`src/rtl/inta_cycle_sequencer.sv`:
```
// CPU-side 8259A interrupt acknowledge sequencer: issues the INTA pulse train
// (2 pulses for 8086, 3 for MCS-80) and captures the bytes the PIC drives.
module inta_cycle_sequencer #(
   parameter int INTA_LOW_CYCLES  = 2,
   parameter int INTA_HIGH_CYCLES = 2
) (
   input  logic        clock,
   input  logic        reset_n,
   input  logic        enable,
   input  logic        u8086_mode,
   input  logic        interrupt_to_cpu,
   input  logic [7:0]  data_bus_in,
   output logic        interrupt_acknowledge_n,
   output logic        busy,
   output logic        result_valid,
   input  logic        result_accept,
   output logic [7:0]  vector,
   output logic [7:0]  call_opcode,
   output logic [15:0] call_address
);

   if (INTA_LOW_CYCLES < 1 || INTA_LOW_CYCLES > 15) begin : g_bad_low
      $error("INTA_LOW_CYCLES must be in 1..15");
   end
   if (INTA_HIGH_CYCLES < 1 || INTA_HIGH_CYCLES > 15) begin : g_bad_high
      $error("INTA_HIGH_CYCLES must be in 1..15");
   end

   localparam logic [3:0] LOW_LOAD  = 4'(INTA_LOW_CYCLES - 1);
   localparam logic [3:0] HIGH_LOAD = 4'(INTA_HIGH_CYCLES - 1);

   typedef enum logic [1:0] {IDLE, ACK_LOW, ACK_HIGH, DONE} state_t;

   state_t      state_q, state_d;
   logic        sync1_q, sync1_d;
   logic        sync2_q, sync2_d;
   logic [3:0]  cnt_q, cnt_d;
   logic [1:0]  pidx_q, pidx_d;
   logic        mode_q, mode_d;
   logic        inta_n_q, inta_n_d;
   logic [7:0]  vector_q, vector_d;
   logic [7:0]  opcode_q, opcode_d;
   logic [15:0] addr_q, addr_d;
   logic        last_pulse;

   assign last_pulse = mode_q ? (pidx_q == 2'd1) : (pidx_q == 2'd2);

   always_comb begin
      state_d  = state_q;
      sync1_d  = interrupt_to_cpu;
      sync2_d  = sync1_q;
      cnt_d    = cnt_q;
      pidx_d   = pidx_q;
      mode_d   = mode_q;
      vector_d = vector_q;
      opcode_d = opcode_q;
      addr_d   = addr_q;
      case (state_q)
         IDLE: begin
            if (enable && sync2_q) begin
               state_d = ACK_LOW;
               mode_d  = u8086_mode;
               pidx_d  = 2'd0;
               cnt_d   = LOW_LOAD;
            end
         end
         ACK_LOW: begin
            if (cnt_q == 4'd0) begin
               // Bus is sampled on the final low clock, when PIC data is settled.
               if (mode_q) begin
                  if (pidx_q == 2'd1) vector_d = data_bus_in;
               end else begin
                  case (pidx_q)
                     2'd0:    opcode_d     = data_bus_in;
                     2'd1:    addr_d[7:0]  = data_bus_in;
                     default: addr_d[15:8] = data_bus_in;
                  endcase
               end
               state_d = ACK_HIGH;
               cnt_d   = HIGH_LOAD;
            end else begin
               cnt_d = cnt_q - 4'd1;
            end
         end
         ACK_HIGH: begin
            if (cnt_q == 4'd0) begin
               if (last_pulse) begin
                  state_d = DONE;
               end else begin
                  state_d = ACK_LOW;
                  pidx_d  = pidx_q + 2'd1;
                  cnt_d   = LOW_LOAD;
               end
            end else begin
               cnt_d = cnt_q - 4'd1;
            end
         end
         DONE: begin
            if (result_accept) state_d = IDLE;
         end
         default: state_d = IDLE;
      endcase
      // Decoding from the next state makes the registered INTA track ACK_LOW exactly.
      inta_n_d = (state_d != ACK_LOW);
   end

   always_ff @(posedge clock) begin
      if (!reset_n) begin
         state_q  <= IDLE;
         sync1_q  <= 1'b0;
         sync2_q  <= 1'b0;
         cnt_q    <= 4'd0;
         pidx_q   <= 2'd0;
         mode_q   <= 1'b0;
         inta_n_q <= 1'b1;
         vector_q <= 8'h00;
         opcode_q <= 8'h00;
         addr_q   <= 16'h0000;
      end else begin
         state_q  <= state_d;
         sync1_q  <= sync1_d;
         sync2_q  <= sync2_d;
         cnt_q    <= cnt_d;
         pidx_q   <= pidx_d;
         mode_q   <= mode_d;
         inta_n_q <= inta_n_d;
         vector_q <= vector_d;
         opcode_q <= opcode_d;
         addr_q   <= addr_d;
      end
   end

   assign interrupt_acknowledge_n = inta_n_q;
   assign busy                    = (state_q != IDLE);
   assign result_valid            = (state_q == DONE);
   assign vector                  = vector_q;
   assign call_opcode             = opcode_q;
   assign call_address            = addr_q;

endmodule

```
`config.mk`:
```
export PLATFORM = sky130hd
export DESIGN_NAME = inta_cycle_sequencer
export DESIGN_NICKNAME = d
export VERILOG_FILES = /design/src/rtl/inta_cycle_sequencer.sv
export SDC_FILE = /design/constraint.sdc
export NUM_CORES = 1
export LEC_CHECK = 0
export ABC_AREA = 1
export CAP_MARGIN = 10
export CORE_ASPECT_RATIO = 0.5
export CORE_MARGIN = 1.5
export CORE_UTILIZATION = 46
export CTS_BUF_LIST = sky130_fd_sc_hd__clkbuf_2 sky130_fd_sc_hd__clkbuf_4 sky130_fd_sc_hd__clkbuf_8
export DETAILED_ROUTE_END_ITERATION = 8
export PLACE_DENSITY = 0.78
export SLEW_MARGIN = 20
export SYNTH_ARGS = -nofsm -noshare
export SYNTH_HDL_FRONTEND = slang
export SYNTH_SLANG_ARGS = --single-unit
```
`constraint.sdc`:
```
create_clock -name clock -period 1.5 [get_ports clock]
set_input_delay 0.3 -clock clock [delete_from_list [all_inputs] [get_ports clock]]
set_output_delay 0.3 -clock clock [all_outputs]
set_load 0.05 [all_outputs]
```
==> results.ini <==
[synthesis]
synth_fp_nets=306
yosysWarnings=0
synth_top_area_share=0.438
synth.area.top_cells=dfxtp_1 (44%), nand2_1 (15%), nor2_1 (10%)
ys_seq_area_frac=0.438
syn_inst=281
synth.avg_cell_area_um2=7.16
ys_ff_latch=44
post_synth_num_cell_types=20
synthesis.area_mm2=0.00201
synth_largest_area_cell=dfxtp_1

[clock_tree]
cts_sinks=44
root_buffer=clkbuf_8
cts_buffer_depth=2
insertion_delay_ns=0.31
numCtsBuffers=5
htreeDepth=2
path_clk_slew_ns=0.08
cts_tree=done

[cells_and_area]
final_cells=404
syn_to_final_growth_pct=64.0
final_cell_mix=nand2_1 (75), nor2_1 (56), dfxtp_1 (40)
fin_area_mm2=0.00330
final_core_util=0.816
nets=374
drive_gt1_frac=0.286
layout_commonest_cell=nand2_1
diodes=0

[power_and_ir_drop]
switchingPower_mw=0.708
p_sw_frac=0.286
p_leak_nw=1.45
pwr-share-seq=0.493
peakVddDrop_v=0.000697
clock_power_share=0.322
cellPowerDensity_mw_per_mm2=751
power.internal_mw=1.77
share_comb_of_total_power=0.184
power.total_mw=2.48

[floorplanning]
row_count=16
start_util=0.498
die_h_um=49.8
die_x_um=96.5
core_mm2=0.00404
dieArea_mm2=0.00480
io_pins=49

[timing]
slew_headroom=0.793
fmax_mhz=655
drv_slew=0
worstMarginPinSlew_ns=0.308
worst_slack_ns=-0.0278
timing.final.crit_share=1.02
finalWorstPathRequiredPeriod_ns=1.53
hold_viol=0
setup_viol=2
grt_setup_unrepaired=yes
fin_worst_skew_ns=0.00674

[place]
placedInstanceArea_mm2=0.00295
numPortBuffers=48
placedCellCount=385
routabilityCongestion=0.855
dp_hpwl_um=3780

[detailed_routing]
viasPerCell=5.19
drt-total-wl_um=6250
drc_errors=0
via_count=2098
initialDrtViolationCount=120
first_pass_iters=4
ant_nets=0
wl_per_cell_um=15.5

[setup_path]
crit_path_top_delay_cell=dfxtp_2
end_kind=register
critPathRequiredTime_ns=1.71
critical_path_class=register to register
max_stage_delay_ns=0.34
worstSetupStartpointType=register
cp.arrival_ns=1.73
cp_max_fo=8
crit_chain=inv_2 > ha_4 > nand2_2 > nor2_4 > nand3_4 > nor2_4 > buf_6 > nand2_1 > nand2_1 > nor2_1

[global_route]
grt_usage=0.257
grt_pass1_wl_um=9250
grt_max_degree=33
grt_pass1_vias=2009
antenna_found_initial=0
grt_overflow_total=0

[hold_path]
min_path_type=register to register

[run_status]
run_status=complete, but fails checks
violations=negative setup slack

[flow_run]
cap_violations=0

## metal layers
metal,global-route usage,vias up,share of wire
li1,-,993,-
met1,0.277,980,0.38
met2,0.472,99,0.52
met3,0.0556,26,0.061
met4,0.126,0,0.039
met5,0,-,0
## worst max-delay path: cells and delay by family (launching register included)
family,cells,cell delay [ns]
flip-flops,1,0.34
AND/OR/NAND/NOR,7,0.71
buffers and inverters,2,0.23
adder cells (fa/ha/maj),1,0.13
## through the flow
stage	setup TNS [ns]	hold slack, ns	setup WS, ns
3_5_place_dp	-0.547	0.416	-0.0988
3_3_place_gp	0	0.400	0.0212
5_1_grt	-0.890	0.453	-0.0890
4_1_cts	0	0.440	0.00594
6_report	-0.0520	0.433	-0.0278
2_1_floorplan	0	0.390	0.00154
## cell families (layout without fill, tap and decap cells)
| family | after synthesis | in the layout | synth area share |
|---|---|---|---|
| DFF | 44 | 44 | 0.438 |
| and+or+nand+nor | 155 | 155 | 0.330 |
| adders and majority gates | 11 | 11 | 0.0684 |
| buffers and inverters | 41 | 110 | 0.0896 |
| AOI/OAI and AO/OA | 30 | 30 | 0.0746 |
## final cells by class
| class | instances | area [um2] |
|---|---|---|
| inverters | 32 | 125 |
| fillers | 227 | 744 |
| clock buffers | 6 | 82.6 |
| repair buffers | 70 | 1060 |
| well taps | 54 | 67.6 |
| clock inverters | 2 | 15.0 |
| flip-flops and latches | 44 | 891 |
| multi-input cells | 196 | 1050 |
## state kept, by name, summed over array words and instances (netlist names)
name                     flops
call_address                16
sync2_q                      1
pidx_q                       2
call_opcode                  8
sync1_q                      1
cnt_q                        4
state_q                      2
vector                       8
mode_q                       1
interrupt_acknowledge_n      1
## synth_stat cells (all sizes together)
master  number
a21oi       17
dfxtp       44
nand2       80
buf          4
nand3       11
nor2        60
ha          11
o21ai       13
inv         32
nand4        1
clkbuf       5
nor3         3
## power by group through the flow
stage                     registers [mW]  logic (mW)  clock network, mW
after floorplan                     1.28       0.177                  0
after global placement              1.24       0.370                  0
after detailed placement            1.25       0.385                  0
after CTS                           1.22       0.407              0.798
after global routing                1.23       0.486              0.862
final                               1.22       0.456              0.798
## what timing repair did
item                                    in CTS  in global routing
resized for setup                           15                 31
pin swaps                                    3                  6
endpoints found under the setup margin      22                 37
hold buffers                                 0                  0
buffers inserted                             6                  5
## final timing paths
check / start / depth (start not counted) / end / slack (ns)
max: cnt_q[0]$_SDFFE_PN0P_ / 10 / call_opcode[5]$_SDFFE_PN0P_ / -0.03
min: sync1_q$_SDFF_PN0_ / 2 / sync2_q$_SDFF_PN0_ / 0.43
max reg2reg: cnt_q[0]$_SDFFE_PN0P_ / 10 / call_opcode[5]$_SDFFE_PN0P_ / -0.03
min reg2reg: sync1_q$_SDFF_PN0_ / 2 / sync2_q$_SDFF_PN0_ / 0.43
No activity file was read; power rests on OpenSTA's default activity.
